## src/rtl/axi_decerr_responder.sv

```systemverilog
// AXI4 default slave: absorbs unmapped transactions and answers with an error.
// Write and read sides are independent, one outstanding txn each.
module axi_decerr_responder #(
  parameter int unsigned IdWidth   = 6,
  parameter int unsigned AddrWidth = 64,
  parameter int unsigned DataWidth = 64,
  parameter logic [1:0]  RespCode  = 2'b11,
  parameter logic [63:0] RespData  = 64'hDEAD_BEEF_DEAD_BEEF
) (
  input  logic                 clk_i,
  input  logic                 rst_i,
  input  logic                 aw_valid_i,
  output logic                 aw_ready_o,
  input  logic [IdWidth-1:0]   aw_id_i,
  input  logic [AddrWidth-1:0] aw_addr_i,
  input  logic                 w_valid_i,
  output logic                 w_ready_o,
  input  logic                 w_last_i,
  output logic                 b_valid_o,
  input  logic                 b_ready_i,
  output logic [IdWidth-1:0]   b_id_o,
  output logic [1:0]           b_resp_o,
  input  logic                 ar_valid_i,
  output logic                 ar_ready_o,
  input  logic [IdWidth-1:0]   ar_id_i,
  input  logic [AddrWidth-1:0] ar_addr_i,
  input  logic [7:0]           ar_len_i,
  output logic                 r_valid_o,
  input  logic                 r_ready_i,
  output logic [IdWidth-1:0]   r_id_o,
  output logic [DataWidth-1:0] r_data_o,
  output logic [1:0]           r_resp_o,
  output logic                 r_last_o,
  output logic [AddrWidth-1:0] err_addr_o,
  output logic [31:0]          err_count_o
);

  typedef enum logic [1:0] {
    W_IDLE,
    W_DRAIN,
    W_RESP
  } wstate_e;

  typedef enum logic {
    R_IDLE,
    R_SEND
  } rstate_e;

  wstate_e     wstate;
  rstate_e     rstate;
  logic [7:0]  rlen;
  logic [7:0]  rcnt;
  logic        aw_hs;
  logic        ar_hs;
  logic [32:0] cnt_sum;

  assign aw_hs    = aw_valid_i & aw_ready_o;
  assign ar_hs    = ar_valid_i & ar_ready_o;
  assign b_resp_o = RespCode;
  assign r_resp_o = RespCode;
  assign r_data_o = RespData[DataWidth-1:0];

  always_comb begin
    cnt_sum = {1'b0, err_count_o}
            + {32'd0, aw_hs}
            + {32'd0, ar_hs};
  end

  always_ff @(posedge clk_i or posedge rst_i) begin
    if (rst_i) begin
      wstate     <= W_IDLE;
      aw_ready_o <= 1'b1;
      w_ready_o  <= 1'b0;
      b_valid_o  <= 1'b0;
      b_id_o     <= '0;
    end else begin
      unique case (wstate)
        W_IDLE: begin
          if (aw_hs) begin
            b_id_o     <= aw_id_i;
            aw_ready_o <= 1'b0;
            w_ready_o  <= 1'b1;
            wstate     <= W_DRAIN;
          end
        end
        W_DRAIN: begin
          if (w_valid_i && w_last_i) begin
            w_ready_o <= 1'b0;
            b_valid_o <= 1'b1;
            wstate    <= W_RESP;
          end
        end
        W_RESP: begin
          if (b_ready_i) begin
            b_valid_o  <= 1'b0;
            aw_ready_o <= 1'b1;
            wstate     <= W_IDLE;
          end
        end
        default: begin
          aw_ready_o <= 1'b1;
          w_ready_o  <= 1'b0;
          b_valid_o  <= 1'b0;
          wstate     <= W_IDLE;
        end
      endcase
    end
  end

  // r_last is precomputed so it rises with the final beat, not after it
  always_ff @(posedge clk_i or posedge rst_i) begin
    if (rst_i) begin
      rstate     <= R_IDLE;
      ar_ready_o <= 1'b1;
      r_valid_o  <= 1'b0;
      r_last_o   <= 1'b0;
      r_id_o     <= '0;
      rlen       <= '0;
      rcnt       <= '0;
    end else begin
      unique case (rstate)
        R_IDLE: begin
          if (ar_hs) begin
            r_id_o     <= ar_id_i;
            rlen       <= ar_len_i;
            rcnt       <= '0;
            r_last_o   <= (ar_len_i == 8'd0);
            r_valid_o  <= 1'b1;
            ar_ready_o <= 1'b0;
            rstate     <= R_SEND;
          end
        end
        R_SEND: begin
          if (r_ready_i) begin
            if (r_last_o) begin
              r_valid_o  <= 1'b0;
              r_last_o   <= 1'b0;
              ar_ready_o <= 1'b1;
              rstate     <= R_IDLE;
            end else begin
              rcnt     <= rcnt + 8'd1;
              r_last_o <= ((rcnt + 8'd1) == rlen);
            end
          end
        end
        default: begin
          ar_ready_o <= 1'b1;
          r_valid_o  <= 1'b0;
          r_last_o   <= 1'b0;
          rstate     <= R_IDLE;
        end
      endcase
    end
  end

  always_ff @(posedge clk_i or posedge rst_i) begin
    if (rst_i) begin
      err_addr_o  <= '0;
      err_count_o <= '0;
    end else begin
      if (aw_hs) begin
        err_addr_o <= aw_addr_i;
      end else if (ar_hs) begin
        err_addr_o <= ar_addr_i;
      end
      if (cnt_sum[32]) begin
        err_count_o <= '1;
      end else begin
        err_count_o <= cnt_sum[31:0];
      end
    end
  end

endmodule

```

## config.mk

```make
export PLATFORM = sky130hd
export DESIGN_NAME = axi_decerr_responder
export DESIGN_NICKNAME = d
export VERILOG_FILES = /design/src/rtl/axi_decerr_responder.sv
export SDC_FILE = /design/constraint.sdc
export NUM_CORES = 1
export LEC_CHECK = 0
export BUFFER_PORTS_ARGS = -buffer_cell sky130_fd_sc_hd__buf_2
export CELL_PAD_IN_SITES_DETAIL_PLACEMENT = 0
export CELL_PAD_IN_SITES_GLOBAL_PLACEMENT = 2
export CORE_MARGIN = 5
export CORE_UTILIZATION = 26
export DETAILED_ROUTE_END_ITERATION = 8
export HOLD_SLACK_MARGIN = 0.15
export PLACE_DENSITY = 0.78
export SETUP_SLACK_MARGIN = 0.4
export SLEW_MARGIN = 20
export SYNTH_ARGS = -nofsm -noshare
export SYNTH_HDL_FRONTEND = slang
export SYNTH_SLANG_ARGS = --single-unit
```

## constraint.sdc

```tcl
create_clock -name clk_i -period 4.6 [get_ports clk_i]
set_input_delay 0.69 -clock clk_i [delete_from_list [all_inputs] [get_ports clk_i]]
set_output_delay 0.69 -clock clk_i [all_outputs]
set_load 0.03 [all_outputs]
```

; Word-level counts from Yosys, hierarchy flattened
; Cells that the tools add are included.
[word_totals]
ff_bits = 133
output_inout_bits = 182
wordCells = 82
[op_classes]
muxes = 36
n_reduce_logical = 13
bitwise_logic = 6
n_addsub = 3
eq_ne = 10
[op_table]
columns = op, count
row1 = $mux W64, 2
row2 = $add A32 B1 Y33, 1
row3 = $add A33 B1 Y33, 1
row4 = $mux W32, 1
row5 = $mux W8, 3
row6 = $mux W1, 18
row7 = $reduce_and A3 Y1, 6
row8 = $pmux W8 S2, 1
row9 = $ne A2 B2 Y1 const B, 7
row10 = $pmux W1 S3, 3
row11 = $add A8 B1 Y8 const B, 1
row12 = $eq A8 B8 Y1, 1
row13 = $logic_not A8 Y1, 1
row14 = $pmux W1 S2, 4
row15 = $mux W2, 3
row16 = $pmux W2 S3, 1
row17 = $reduce_and A2 Y1, 3
row18 = $not A1 Y1, 4
row19 = $and A1 B1 Y1, 2
row20 = $eq A2 B1 Y1 const B, 1
row21 = $eq A2 B2 Y1 const B, 1
row22 = $logic_not A2 Y1, 1
row23 = $reduce_bool A2 Y1, 1
row24 = $logic_and A1 B1 Y1, 1

; Longest topological paths before layout
[logic_depth]
word_depth = 5
mapped_depth = 12
depth_no_buf = 9

; Least setup slack after synthesis
; Ideal clock, no wire load.
[synth_timing]
path_type = in2reg
start = input aw_valid_i
end = register err_count_o[20]
slack_ps = 1163
arrival_ps = 3312
path_stages = 12
cell_sequence = nand2_1 > inv_1 > clkbuf_1 > clkbuf_1 > fa_1 > ha_1 > inv_1 > or4_1 > buf_2 > nor2_1 > and3_1 > mux2_2
[synth_between]
elab_chain_cells = 4
[synth_lines]
columns = item, line_no
row1 = start: declaration, 12  ; input logic aw_valid_i,
row2 = $and A1 B1 Y1, 57  ; assign aw_hs = aw_valid_i & aw_ready_o;
row3 = $add A32 B1 Y33, 65  ; + {32'd0, aw_hs}
row4 = $add A33 B1 Y33, 66  ; + {32'd0, ar_hs};
row5 = $mux W32, 166  ; if (cnt_sum[32]) begin
row6 = end signal: assignment, 169  ; err_count_o <= cnt_sum[31:0];
row7 = end: declaration, 35  ; output logic [31:0] err_count_o
; No other way between the ends.
; A chain may end at the register's enable or synchronous reset.

; Worst setup path after layout
[layout_timing]
start = register aw_ready_o
end = register err_count_o[20]
[layout_between]
elab_chain_cells = 4
[layout_lines]
columns = item, line_no
row1 = start: declaration, 13  ; output logic aw_ready_o,
row2 = start signal: assignment, 72  ; aw_ready_o <= 1'b1;
row3 = start signal: assignment, 81  ; aw_ready_o <= 1'b0;
row4 = start signal: assignment, 96  ; aw_ready_o <= 1'b1;
row5 = $and A1 B1 Y1, 57
row6 = $add A32 B1 Y33, 65
row7 = $add A33 B1 Y33, 66
row8 = $mux W32, 166
; No other way between the ends.

==> results.json <==
{
  "run_status": "finished, final reports clean",
  "drc": 0,
  "power_density_nw_per_um2": 578,
  "vias": 5473,
  "layout.nets": 1094,
  "ys_seq_area_frac": 0.498,
  "die_w_um": 170,
  "fin_skew_ps": 9.35,
  "cts_tree": "done",
  "fp.dieH_um": 170,
  "htreeDepth": 4,
  "viasPerCell": 4.28,
  "power.switching_uw": 2020,
  "rows": 58,
  "io_buffers": 269,
  "cts_setup_buffers": 0,
  "drv_slew": 0,
  "numCtsBuffers": 17,
  "p_clk_frac": 0.293,
  "timing.final.crit_share": 0.632,
  "avgSynthCellArea_sq_um": 10.0,
  "setup_viol": 0,
  "synthTopCellsByArea": "dfrtp_1 49%, mux2i_1 9.7%, buf_4 7.6%",
  "route.met3.wl_mm": 1.50,
  "fmax_mhz": 344,
  "fin_cells": 1279,
  "syn_area_sq_um": 6690,
  "fp.coreArea_sq_um": 25300,
  "io_pins": 338,
  "wl_per_cell_um": 15.3,
  "rsz0062_at_grt": "no",
  "hold_viol": 0,
  "clock_sinks": 133,
  "synth_cells": 668,
  "p_int_uw": 3060,
  "antenna_found_initial": 1,
  "cp-start-kind": "flip-flop",
  "pre_cts_ws_ps": 1400,
  "hold_buffers": 0,
  "yosysWarnings": 0,
  "highest_layer": "met4",
  "async_flop_share": 1.00,
  "dr_wl_met2_mm": 9.69,
  "end_kind": "flip-flop",
  "m1WireLength_mm": 8.13,
  "ir_drop_uv": 252,
  "multi_input_area_sq_um": 2930,
  "dr.pass1.iters": 4,
  "min_period_ps": 2910,
  "drive_above_1_share": 0.360,
  "max_slew_margin": 0.376,
  "final_core_util": 0.348,
  "postCtsResizedCells": 0,
  "crit_path_max_fanout": 7,
  "layout_setup_ws_ps": 1690,
  "place_congestion": 0.731,
  "start_util": 0.265,
  "grtUsageTotal": 0.130,
  "drt_iter0_drc": 247,
  "arrival_ps": 3200,
  "grt_pass1_wl_mm": 30.2,
  "p_seq_frac": 0.350,
  "post-place-cells": 1246,
  "required_ps": 4900,
  "worstSetupPathType": "reg2reg",
  "cts_buffer_depth": 2,
  "combinationalPowerShare": 0.357,
  "seqCellArea_sq_um": 3330,
  "fillers": 2668,
  "yosysTopAreaCellShare": 0.490,
  "finalSetupTns_ps": 0,
  "synth_top_cell_by_area": "dfrtp_1",
  "area_growth_pct": 31.4,
  "gr-total-overflow": 0,
  "wirelength_mm": 19.6,
  "max_slew.worst_pin.slew_ps": 936,
  "place_hpwl_mm": 14.5,
  "synth_cell_types": 47,
  "p_leak_uw": 0.00441,
  "ys.flop_type": "dfrtp_1",
  "die-area_sq_um": 29000,
  "hold_class": "in2reg",
  "clock_latency_ps": 410,
  "ant_nets": 0,
  "synth_edf_count": 0,
  "clk_pin_slew_ps": 60,
  "synth-seq-cells": 133,
  "cap_viol_max_count": 0,
  "switching_share": 0.397,
  "grt_max_degree": 78,
  "clk_root_buffer_cell": "clkbuf_16",
  "grt_pass1_vias": 5499
}
## synthesized netlist by cell type (3+ instances only)
master / number
a21oi_1: 13
a31oi_1: 9
and2_1: 3
and3_1: 13
buf_4: 68
clkbuf_1: 24
dfrtp_1: 131
inv_1: 10
mux2_2: 20
mux2i_1: 65
nand2_1: 107
nand2b_1: 3
nand3_1: 17
nand4_1: 4
nor2_1: 23
nor2b_1: 4
nor3_1: 6
nor3b_1: 3
o21ai_0: 82
xnor2_1: 15
xor2_1: 13
## sequential cells by signal, summed over array words and instances, names as in the netlist
register,flops
r_last_o,1
rstate,1
r_valid_o,1
err_count_o,32
b_id_o,6
wstate,2
aw_ready_o,1
b_valid_o,1
rlen,8
w_ready_o,1
err_addr_o,64
r_id_o,6
ar_ready_o,1
rcnt,8
## worst max-delay path, stage by stage (launching register included)
cell	delay, ps
dfstp_2	540
nand2_1	110
clkinv_2	80
fa_1	260
ha_1	240
inv_1	60
or4_1	680
nor2_1	290
and3_1	200
mux2_2	320
## layer usage
metal  vias up  track usage
li1       2683            -
met5         -            0
met2       203        0.219
met4         0       0.0378
met3        14       0.0374
met1      2573        0.163
## logic make-up after synthesis
family / Yosys count / share of synthesized area
AO/OA/AOI/OAI: 115 / 0.0926
buffers and inverters: 108 / 0.101
other: 2 / 0.00112
XOR/XNOR: 28 / 0.0367
AND/OR/NAND/NOR: 194 / 0.133
multiplexers: 85 / 0.131
flip-flops: 133 / 0.498
adder cells (fa/ha/maj): 3 / 0.00673
## cells in the final DEF, fill, tap and decap left out, drive strengths merged, types with 2 or more instances in the layout
cell type	netlist	routed
buf	73	279
dfrtp	131	131
nand2	107	107
o21ai	83	83
conb	2	68
mux2i	65	65
nor2	23	23
mux2	20	20
clkbuf	24	19
nand3	17	17
xnor2	15	15
and3	13	13
a21oi	13	13
xor2	13	13
inv	11	12
a31oi	9	9
nor3	7	7
clkinv	0	5
nand4	4	4
nor2b	4	4
bufinv	0	4
nor3b	3	3
and2	3	3
nand2b	3	3
clkinvlp	0	3
or4	3	3
nor4	3	3
o31ai	2	2
o22ai	2	2
ha	2	2
dfstp	2	2
## area by class of cell
cell class                 instances  area share
sequential                       133       0.379
inverter                          11     0.00527
multi-input combinational        493       0.334
clock buffer                      19      0.0504
timing repair buffer             279       0.162
tap                              330      0.0470
clock inverter                    13      0.0224
antenna                            1    0.000285
## stage by stage
step,hold WS [ps],total power [uW],instance area (sq um)
final,423,5080,8790
after floorplan,471,3080,6940
after global routing,399,5390,8790
after global placement,486,3630,8140
after CTS,397,5170,8780
after detailed placement,490,3650,8140
## path summary, 6_finish.rpt
check / from / endpoint / slack [ps] / depth (start not counted)
setup / recovery: aw_ready_o / err_count_o[20] / 1690 / 9
hold / removal: ar_valid_i / ar_ready_o / 420 / 2
setup reg to reg: aw_ready_o / err_count_o[20] / 1690 / 9
hold reg to reg: r_id_o[3] / r_id_o[3] / 500 / 1
max in group asynchronous: rst_i / err_addr_o[6] / 3390 / 3
min in group asynchronous: rst_i / err_count_o[10] / 530 / 3
## power groups by stage
stage / Combinational [uW] / Clock [uW] / Sequential, uW
global route: 1960 / 1590 / 1840
floorplan: 637 / 0 / 2440
finish: 1810 / 1490 / 1780
CTS: 1850 / 1540 / 1780
global placement: 1840 / 0 / 1790
detailed placement: 1850 / 0 / 1800
(Power assumes the default switching activity.)
